## config.mk

```make
export PLATFORM = sky130hd
export DESIGN_NAME = sevenseg_scan_ctrl_flat
export DESIGN_NICKNAME = d
export VERILOG_FILES = /design/src/rtl/sevenseg_scan_ctrl_pkg.sv /design/src/rtl/sevenseg_scan_ctrl_if.sv /design/src/rtl/sevenseg_scan_ctrl_dec.sv /design/src/rtl/sevenseg_scan_ctrl.sv /design/src/flat_wrapper.sv
export SDC_FILE = /design/constraint.sdc
export NUM_CORES = 1
export LEC_CHECK = 0
export ABC_CLOCK_PERIOD_IN_PS = 6610
export BUFFER_PORTS_ARGS = -buffer_cell sky130_fd_sc_hd__buf_2
export CORE_MARGIN = 2
export CORE_UTILIZATION = 55
export DETAILED_ROUTE_END_ITERATION = 7
export GPL_TIMING_DRIVEN = 0
export HOLD_SLACK_MARGIN = 0.08
export PLACE_DENSITY = 0.79
export SLEW_MARGIN = 20
export SYNTH_ARGS = -nofsm -noshare
export SYNTH_HDL_FRONTEND = slang
export SYNTH_SLANG_ARGS = --single-unit
```

## constraint.sdc

```tcl
create_clock -name clk -period 6.61 [get_ports clk]
set_clock_uncertainty 0.05 [all_clocks]
set_input_delay 0.661 -clock clk [delete_from_list [all_inputs] [get_ports clk]]
set_output_delay 0.661 -clock clk [all_outputs]
set_load 0.01 [all_outputs]
```

## src/rtl/sevenseg_scan_ctrl_pkg.sv

```systemverilog
`default_nettype none
// ============================================================================
//  Module   : sevenseg_scan_ctrl_pkg
//  Purpose  : Shared definitions for the seven-segment scan controller:
//             scan FSM state encoding and the all-segments-off pattern.
//  Ports    : none (package)
//  Revision : 1.0  initial release
// ============================================================================
package sevenseg_scan_ctrl_pkg;

  // Scan FSM: anodes dark (BLANK) or one digit driven (ON)
  typedef enum logic [0:0] {
    ST_BLANK = 1'b0,
    ST_ON    = 1'b1
  } state_t;

  // Active-low segments {g,f,e,d,c,b,a}: all ones means every segment dark
  localparam logic [6:0] SEG_OFF = 7'h7F;

endpackage : sevenseg_scan_ctrl_pkg
`default_nettype wire

```

## src/rtl/sevenseg_scan_ctrl_if.sv

```systemverilog
`default_nettype none
// ============================================================================
//  Module   : sevenseg_scan_ctrl_if
//  Purpose  : valid/ready load channel carrying a new display value from the
//             datapath (master) into the scan controller (slave).
//  Signals  : load_valid  master->slave  value present
//             load_value  master->slave  nibble i = digit i
//             load_ready  slave->master  controller can take a value
//  Revision : 1.0  initial release
// ============================================================================
interface sevenseg_scan_ctrl_if #(
  parameter int DIGITS = 4
);
  logic                  load_valid;
  logic [4*DIGITS-1:0]   load_value;
  logic                  load_ready;

  modport master (
    output load_valid,
    output load_value,
    input  load_ready
  );

  modport slave (
    input  load_valid,
    input  load_value,
    output load_ready
  );
endinterface : sevenseg_scan_ctrl_if
`default_nettype wire

```

## src/rtl/sevenseg_scan_ctrl_dec.sv

```systemverilog
`default_nettype none
// ============================================================================
//  Module   : sevenseg_scan_ctrl_dec
//  Purpose  : Combinational hex-to-seven-segment decoder, active-low outputs.
//  Ports    : nibble  in   4  hex digit 0..F
//             seg_n   out  7  active-low segments {g,f,e,d,c,b,a}
//  Revision : 1.0  initial release
// ============================================================================
module sevenseg_scan_ctrl_dec
  import sevenseg_scan_ctrl_pkg::*;
(
  input  logic [3:0] nibble,
  output logic [6:0] seg_n
);

  always_comb begin
    seg_n = SEG_OFF;
    case (nibble)
      4'h0: seg_n = 7'h40;
      4'h1: seg_n = 7'h79;
      4'h2: seg_n = 7'h24;
      4'h3: seg_n = 7'h30;
      4'h4: seg_n = 7'h19;
      4'h5: seg_n = 7'h12;
      4'h6: seg_n = 7'h02;
      4'h7: seg_n = 7'h78;
      4'h8: seg_n = 7'h00;
      4'h9: seg_n = 7'h10;
      4'hA: seg_n = 7'h08;
      4'hB: seg_n = 7'h03;
      4'hC: seg_n = 7'h46;
      4'hD: seg_n = 7'h21;
      4'hE: seg_n = 7'h06;
      4'hF: seg_n = 7'h0E;
      default: seg_n = SEG_OFF;
    endcase
  end

endmodule : sevenseg_scan_ctrl_dec
`default_nettype wire

```

## src/rtl/sevenseg_scan_ctrl.sv

```systemverilog
`default_nettype none
// ============================================================================
//  Module   : sevenseg_scan_ctrl
//  Purpose  : Time-multiplexed scan controller for a common-anode seven-
//             segment display. One shared decoder, blanking gap between
//             digits, tear-free value updates at frame boundaries.
//  Ports    : clk          in   system clock, rising edge
//             reset        in   asynchronous active-high reset
//             enable       in   1 = scan, 0 = dark and parked at BLANK/idx 0
//             blank_lz     in   1 = suppress leading zero digits
//             load_if      slave modport: load_valid/load_value/load_ready
//             anode_n      out  active-low digit enables (DIGITS bits)
//             hex_display  out  active-low segments {g,f,e,d,c,b,a}
//             frame_tick   out  one-cycle pulse at the end of each frame
//  Revision : 1.0  initial release
// ============================================================================
module sevenseg_scan_ctrl
  import sevenseg_scan_ctrl_pkg::*;
#(
  parameter int DIGITS       = 4,
  parameter int ON_CYCLES    = 50000,
  parameter int BLANK_CYCLES = 100,
  parameter int CNT_W        = 16
) (
  input  logic                 clk,
  input  logic                 reset,
  input  logic                 enable,
  input  logic                 blank_lz,
  sevenseg_scan_ctrl_if.slave  load_if,
  output logic [DIGITS-1:0]    anode_n,
  output logic [6:0]           hex_display,
  output logic                 frame_tick
);

  localparam int               IDX_W      = (DIGITS > 1) ? $clog2(DIGITS) : 1;
  localparam int               VAL_W      = 4 * DIGITS;
  localparam logic [CNT_W-1:0] ON_LAST    = CNT_W'(ON_CYCLES - 1);
  localparam logic [CNT_W-1:0] BLANK_LAST = CNT_W'(BLANK_CYCLES - 1);
  localparam logic [IDX_W-1:0] IDX_LAST   = IDX_W'(DIGITS - 1);

  state_t              state_q, state_d;
  logic [IDX_W-1:0]    idx_q, idx_d;
  logic [CNT_W-1:0]    cnt_q, cnt_d;
  logic [VAL_W-1:0]    active_q, active_d;
  logic [VAL_W-1:0]    pending_q, pending_d;
  logic                pending_full_q, pending_full_d;
  logic                load_ready_q, load_ready_d;
  logic [DIGITS-1:0]   anode_n_q, anode_n_d;
  logic [6:0]          hex_display_q, hex_display_d;
  logic                frame_tick_q, frame_tick_d;

  logic [3:0]          digit_nibble;
  logic [6:0]          seg_raw;
  logic [DIGITS-1:0]   upper_zero;
  logic                digit_blank;
  logic                dwell_done;
  logic                frame_end;
  logic                accept;
  logic                xfer;

  // upper_zero[i]: nibbles DIGITS-1 down to i of the shown value are all 0
  for (genvar i = 0; i < DIGITS; i++) begin : g_lz
    assign upper_zero[i] = (active_q[VAL_W-1:4*i] == '0);
  end

  assign digit_nibble = active_q[{idx_q, 2'b00} +: 4];

  sevenseg_scan_ctrl_dec u_dec (
    .nibble (digit_nibble),
    .seg_n  (seg_raw)
  );

  // Digit 0 is exempt so that a value of zero still shows one "0"
  assign digit_blank = blank_lz && (idx_q != '0) && upper_zero[idx_q];

  always_comb begin
    dwell_done = (state_q == ST_ON) ? (cnt_q == ON_LAST) : (cnt_q == BLANK_LAST);
    frame_end  = enable && (state_q == ST_ON) && dwell_done && (idx_q == IDX_LAST);
    // ready is only high while pending is empty, so accept never overwrites
    accept     = load_if.load_valid && load_ready_q;
    // Transfer uses the pending content from before this edge: a value
    // accepted on the frame-end edge waits a full extra frame (no bypass)
    xfer       = frame_end && pending_full_q;

    state_d = state_q;
    idx_d   = idx_q;
    cnt_d   = cnt_q + 1'b1;
    if (!enable) begin
      state_d = ST_BLANK;
      idx_d   = '0;
      cnt_d   = '0;
    end else if (dwell_done) begin
      cnt_d = '0;
      if (state_q == ST_ON) begin
        state_d = ST_BLANK;
        idx_d   = (idx_q == IDX_LAST) ? '0 : idx_q + 1'b1;
      end else begin
        state_d = ST_ON;
      end
    end

    active_d       = xfer ? pending_q : active_q;
    pending_d      = accept ? load_if.load_value : pending_q;
    pending_full_d = accept ? 1'b1 : (xfer ? 1'b0 : pending_full_q);
    // Held low through the frame_tick cycle; reopens one cycle after transfer
    load_ready_d   = ~pending_full_d & ~xfer;
    frame_tick_d   = frame_end;

    // Pins are computed from the current state and registered, so every
    // digit change passes through an all-dark BLANK state on the pins
    anode_n_d     = '1;
    hex_display_d = SEG_OFF;
    if (enable && (state_q == ST_ON)) begin
      anode_n_d     = ~(DIGITS'(1) << idx_q);
      hex_display_d = digit_blank ? SEG_OFF : seg_raw;
    end
  end

  always_ff @(posedge clk or posedge reset) begin
    if (reset) begin
      state_q        <= ST_BLANK;
      idx_q          <= '0;
      cnt_q          <= '0;
      active_q       <= '0;
      pending_q      <= '0;
      pending_full_q <= 1'b0;
      load_ready_q   <= 1'b1;
      anode_n_q      <= '1;
      hex_display_q  <= SEG_OFF;
      frame_tick_q   <= 1'b0;
    end else begin
      state_q        <= state_d;
      idx_q          <= idx_d;
      cnt_q          <= cnt_d;
      active_q       <= active_d;
      pending_q      <= pending_d;
      pending_full_q <= pending_full_d;
      load_ready_q   <= load_ready_d;
      anode_n_q      <= anode_n_d;
      hex_display_q  <= hex_display_d;
      frame_tick_q   <= frame_tick_d;
    end
  end

  assign load_if.load_ready = load_ready_q;
  assign anode_n            = anode_n_q;
  assign hex_display        = hex_display_q;
  assign frame_tick         = frame_tick_q;

endmodule : sevenseg_scan_ctrl
`default_nettype wire

```

## src/flat_wrapper.sv

```systemverilog
// flat-port wrapper written by rule: the top's interface ports become plain ports
module sevenseg_scan_ctrl_flat import sevenseg_scan_ctrl_pkg::*;
#(
  parameter int DIGITS       = 4,
  parameter int ON_CYCLES    = 50000,
  parameter int BLANK_CYCLES = 100,
  parameter int CNT_W        = 16
)
  (clk, reset, enable, blank_lz, anode_n, hex_display, frame_tick, load_if_load_valid, load_if_load_value, load_if_load_ready);
  sevenseg_scan_ctrl_if #(.DIGITS(DIGITS)) load_if_i ();
  input  logic clk;
  input  logic reset;
  input  logic enable;
  input  logic blank_lz;
  output logic [DIGITS-1:0] anode_n;
  output logic [6:0] hex_display;
  output logic frame_tick;
  input wire logic [$bits(load_if_i.load_valid)-1:0] load_if_load_valid;
  input wire logic [$bits(load_if_i.load_value)-1:0] load_if_load_value;
  output wire logic [$bits(load_if_i.load_ready)-1:0] load_if_load_ready;
  assign load_if_i.load_valid = load_if_load_valid;
  assign load_if_i.load_value = load_if_load_value;
  assign load_if_load_ready = load_if_i.load_ready;
  sevenseg_scan_ctrl #(.DIGITS(DIGITS), .ON_CYCLES(ON_CYCLES), .BLANK_CYCLES(BLANK_CYCLES), .CNT_W(CNT_W)) u_core (.clk(clk), .reset(reset), .enable(enable), .blank_lz(blank_lz), .load_if(load_if_i), .anode_n(anode_n), .hex_display(hex_display), .frame_tick(frame_tick));
endmodule
```

Word-level counts from Yosys, hierarchy flattened
Memory sizes are Yosys's and may differ from the RTL's.
Index checks and enable logic that the tools add are counted.
- add/sub/neg operators: 2
- magnitude comparators: 1
- eq/ne operators: 5
- shift-type cells: 2
- mux-type cells: 17
- bitwise logic cells: 4
- reductions and logical operators: 13
- operator list (kind ; count):
    16-bit 2-to-1 mux ; 2
    16-bit by 1-bit adder with 16-bit output (second input constant) ; 1
    16-bit == test (second input constant) ; 1
    16-bit by 7-bit == test with 1-bit output (second input constant) ; 1
    16-bit logical NOT ; 1
    16-bit by 5-bit variable part select with 4-bit output ; 1
    7-bit 2-to-1 mux ; 2
    12-bit logical NOT ; 1
    8-bit logical NOT ; 1
    2-bit 2-to-1 mux ; 4
    1-bit logical AND ; 7
    1-bit 2-to-1 mux ; 7
    4-bit logical NOT ; 1
    4-bit 2-to-1 mux ; 1
    2-bit by 1-bit inequality test with 1-bit output (second input constant) ; 2
    4-bit inverter ; 1
    1-bit by 2-bit left shift with 4-bit output (first input constant) ; 1
    2-bit by 3-bit less-than comparator with 1-bit output (second input constant) ; 1
    2-bit by 1-bit adder with 2-bit output (second input constant) ; 1
    1-bit binary-select mux with 2-bit select ; 1
    2-bit == test (second input constant) ; 1
    1-bit inverter ; 2
    2-bit AND reduction ; 1
    2-bit nonzero test ; 1
    1-bit AND ; 1
- register bits after elaboration: 65
- ROM bits: 112
- output and inout bits: 13
- word-level logic and storage cells: 55
- memories kept: 1
- memory list (memory ; words ; bits a word ; rd ports ; clocked after memory_dff ; write ports ; line ; source):
    (name not given) ; 16 ; 7 ; 1 ; 0 ; 0 ; sevenseg_scan_ctrl_dec.sv:18 ; case (nibble)

Depth between registers and ports, before layout
- depth in word-level cells: 9
- depth in mapped cells: 8
- mapped depth without buffers: 7

Cells and area by module
A second synthesis with hierarchy kept.
- cells, all modules: 267
- area, all modules: 3226.8 µm²
- by module, submodules not included (module ; times used ; cells each ; area each (µm²)):
    sevenseg_scan_ctrl ; 1 ; 236 ; 2974.1
    sevenseg_scan_ctrl_dec ; 1 ; 31 ; 252.7

Least setup slack after synthesis
OpenSTA, ideal clock, no wires.
- kind: reg-to-reg
- start point: register u_core.idx_q[0]
- end point: register u_core.hex_display_q[0], in the netlist u_core.hex_display[0]
- setup time: 0.072 ns
- arrival: 2.088 ns
- slack: 4.401 ns
- cell stages (with the launch flop): 8
- buffers on the path: 1
- period minus slack after synthesis: 2.209 ns
- path through: dfrtp_1 -> clkbuf_1 -> mux4_2 -> inv_1 -> ha_1 -> a21oi_1 -> a221o_1 -> o21ai_1
- word-level cells in the longest chain between the ends: 5
- RTL lines (what ; line ; source):
    from (decl) ; sevenseg_scan_ctrl.sv:42 ; logic [IDX_W-1:0] idx_q, idx_d;
    from (signal assigned) ; sevenseg_scan_ctrl.sv:133 ; idx_q <= idx_d;
    parallel branches: the longest is 3 deep, another holds memory 16 x 7 bit ; - ;
    7-bit 2-to-1 mux * ; sevenseg_scan_ctrl.sv:115 ; hex_display_d = digit_blank ? SEG_OFF : seg_raw;
    7-bit 2-to-1 mux * ; sevenseg_scan_ctrl.sv:113 ; if (enable && (state_q == ST_ON)) begin
    named net u_core.hex_display_d[0] ; sevenseg_scan_ctrl.sv:49 ; logic [6:0] hex_display_q, hex_display_d;
    to (signal assigned) ; sevenseg_scan_ctrl.sv:140 ; hex_display_q <= hex_display_d;
    to (decl) ; sevenseg_scan_ctrl.sv:49 ;
Mark *: on every way through the listed nets, which the timed path passes. The select of a mux whose other input is x is not followed.
A chain may end at the register's enable or synchronous reset.

Final worst setup path
Same ends and word-level chain as after synthesis.

==> results.sh <==
export IMPL_synthDistinctLibCells=47
export IMPL_hpwl_um=4380
export IMPL_path_cells="clkbuf_1 -> mux4_2 -> inv_1 -> ha_1 -> a21oi_1 -> a221o_1 -> o21ai_1"
export IMPL_worstSkewPairLatency_ns=0.35
export IMPL_synthArstFlopShare_pct=100
export IMPL_grt_pass1_wl_um=10600
export IMPL_swShare_pct=22.8
export IMPL_path_max_fanout=7
export IMPL_p_seq_share_pct=49.9
export IMPL_crit_arrival_ns=2.78
export IMPL_slew_viol_final=0
export IMPL_place_inst=388
export IMPL_cts_tree="done"
export IMPL_die_y_um=81.6
export IMPL_min_path_type="primary input to async pin"
export IMPL_drive_gt1_share_pct=35.0
export IMPL_cts_resized=0
export IMPL_critPathLaunch="u_core.idx_q[0]"
export IMPL_cp_slowest_cell="mux4_2"
export IMPL_initial_core_util_pct=56.3
export IMPL_switchingPower_uw=186
export IMPL_numCtsBuffers=9
export IMPL_stdcell_count=404
export IMPL_worstRegToRegCells=7
export IMPL_core_um2=5890
export IMPL_setup_tns_ns=0
export IMPL_fin_crit_sh_pct=38.7
export IMPL_worstSetupEndpointType="register"
export IMPL_post_cts_buffers=0
export IMPL_io_pins=34
export IMPL_synth_area_um2=3320
export IMPL_clockBufferDepth=2
export IMPL_combPwrFrac_pct=3.4
export IMPL_required_ns=6.83
export IMPL_layout_nets=356
export IMPL_rows=28
export IMPL_hold_viol=0
export IMPL_r2r_end="u_core.hex_display[0]"
export IMPL_worst_pin_slew_ns=0.544
export IMPL_crit_type="register to register"
export IMPL_critPathBufInv=2
export IMPL_crit_path_end="u_core.hex_display[0]"
export IMPL_die_w_um=81.6
export IMPL_fmax_mhz=391
export IMPL_die_area_um2=6670
export IMPL_ys_flop_type="dfrtp_1"
export IMPL_ys_ff_latch=65
export IMPL_io_buffers=33
export IMPL_vias=2309
export IMPL_grt_start_max_net_pins=37
export IMPL_rsz0062_at_grt="no"
export IMPL_cp_top_family="multiplexers"
export IMPL_r2r_slack_ns=4.05
export IMPL_antenna_cells=0
export IMPL_grt_pass1_vias=2214
export IMPL_max_slew_margin_pct=63.5
export IMPL_status="complete, no violations"
export IMPL_via_per_inst=5.72
export IMPL_grt_use_total_pct=21.3
export IMPL_areaGrowthSynthToFinish_pct=15.3
export IMPL_reg2reg_from="u_core.idx_q[0]"
export IMPL_cts_hold_buffers=0
export IMPL_h_tree_depth=3
export IMPL_min_period_ns=2.56
export IMPL_p_leak_nw=1.67
export IMPL_hold_ws_ns=0.240
export IMPL_clk_pin_slew_worst_paths_ns=0.08
export IMPL_syn_area_per_cell_um2=11.9
export IMPL_maxCapViolations=0
export IMPL_cts_root_buf="clkbuf_8"
export IMPL_cp_depth=7
export IMPL_ir_drop_mv=0.186
export IMPL_seq_area_frac_synth_pct=49.5
export IMPL_syn_nets=311
export IMPL_antenna_found_initial=0
export IMPL_firstDrtPassIters=5
export IMPL_drt_initial_drc_count=243
export IMPL_clock_power_share_pct=46.7
export IMPL_synth_edff_count=0
export IMPL_yosys_warnings=0
export IMPL_cp_start_kind="register"
export IMPL_clock_sinks=65
export IMPL_synthCells=279
export IMPL_ant_nets=0
export IMPL_power_density_nw_per_um2=214
export IMPL_crit_path_max_incr_delay_ns=0.65
export IMPL_drc=0
export IMPL_wl_um=6270
export IMPL_grt_overflow_total=0
export IMPL_wl_per_cell_um=15.5
export IMPL_internal_power_uw=632
export IMPL_setup_viol=0
export IMPL_gp_congestion=0.834
through the flow:
step	area (um^2)	util (%)	total power [mW]	setup slack, ns
floorplan	3320	-	0.430	4.29
global placement	3570	60.7	0.440	3.60
detailed placement	3600	61.1	0.444	4.11
CTS	3820	64.9	0.826	4.06
global route	3820	64.9	0.847	3.91
finish	3820	64.9	0.818	4.05
layout make-up:
cell class,instances,area [um^2]
Buffer,15,77.6
Clock buffer,9,124
Clock inverter,7,101
Fill cell,455,2060
Inverter,11,43.8
Multi-Input combinational cell,188,1560
Sequential cell,65,1640
Tap cell,75,93.8
Timing Repair Buffer,34,185
how the worst min path moves through the flow:
stage | startpoint | to | slack [ns]
3_3_place_gp | u_core.pending_full_q | u_core.load_if.load_ready | 0.36
3_5_place_dp | u_core.pending_full_q | u_core.load_if.load_ready | 0.37
6_report | reset | u_core.cnt_q[8] | 0.24
5_1_grt | reset | u_core.cnt_q[8] | 0.27
2_1_floorplan | u_core.pending_full_q | u_core.load_if.load_ready | 0.34
4_1_cts | reset | u_core.cnt_q[8] | 0.25
kinds of logic (layout without fill, tap and decap cells):
group           after synthesis  count (layout)  share of synthesized area (%)
compound gates               25              25                           5.36
buf+inv                      26              76                           3.58
simple gates                 93              93                           16.2
flops                        65              65                           49.5
mux                          45              45                           17.5
xor+xnor                     14              14                           3.70
fa+ha+maj                    11              11                           4.15
cells in the final DEF (no fill, tap or decap), types with 2 or more instances in the layout:
cell type,n
mux2_2,24
clkbuf_1,8
nand3b_1,4
dfstp_2,12
clkinvlp_4,2
nand3_1,20
nor4_4,2
dfrtp_1,53
mux4_2,4
nor4_1,5
clkbuf_8,9
bufinv_16,2
buf_6,2
buf_2,38
inv_6,3
and2_1,5
ha_1,11
a21oi_1,5
o21ai_0,4
nand2b_1,2
nand2_1,13
xnor2_1,5
and4_1,4
nand4_1,7
mux2_4,10
o211ai_1,3
o21bai_1,2
nor3_1,3
and3_1,2
xor2_1,9
nor2_1,19
inv_1,10
mux2i_1,7
cells in the mapped netlist (4+ instances only):
library cell | number | area share, %
a21oi_1 | 5 | 0.75
and2_1 | 5 | 0.94
and4_1 | 4 | 1.1
buf_2 | 5 | 0.75
clkbuf_1 | 8 | 0.91
dfrtp_1 | 53 | 40
dfstp_2 | 12 | 9.5
ha_1 | 11 | 4.2
inv_1 | 11 | 1.2
mux2_2 | 24 | 8.2
mux2_4 | 10 | 4.5
mux2i_1 | 7 | 2.1
mux4_2 | 4 | 2.7
nand2_1 | 13 | 1.5
nand3_1 | 20 | 3.0
nand3b_1 | 4 | 0.91
nand4_1 | 7 | 1.3
nor2_1 | 19 | 2.2
nor4_1 | 5 | 0.94
o21ai_0 | 4 | 0.60
xnor2_1 | 5 | 1.3
xor2_1 | 9 | 2.4
layer usage:
metal | GRT usage [%] | part of all wire, % | up-vias | wire length, um
met1 | 29.8 | 46 | 1097 | 2870
met4 | 13.2 | 2.5 | 0 | 158
met5 | 0 | 0 | - | 0
li1 | - | - | 1095 | -
met2 | 30.3 | 45 | 102 | 2840
met3 | 4.40 | 6.5 | 15 | 408
registers in the layout (all words and copies together) (netlist names):
register / count
u_core.state_q: 1
u_core.cnt_q: 16
u_core.idx_q: 2
u_core.hex_display: 7
u_core.frame_tick: 1
u_core.anode_n: 4
u_core.pending_full_q: 1
u_core.active_q: 16
u_core.pending_q: 16
u_core.load_if.load_ready: 1
power groups by stage:
stage	logic, mW	clock network [mW]	registers (mW)
global placement	0.0254	0	0.415
global route	0.0321	0.406	0.409
detailed placement	0.0282	0	0.416
finish	0.0276	0.382	0.408
CTS	0.0285	0.389	0.408
floorplan	0.0165	0	0.414
Power figures use the tool's default switching activity.
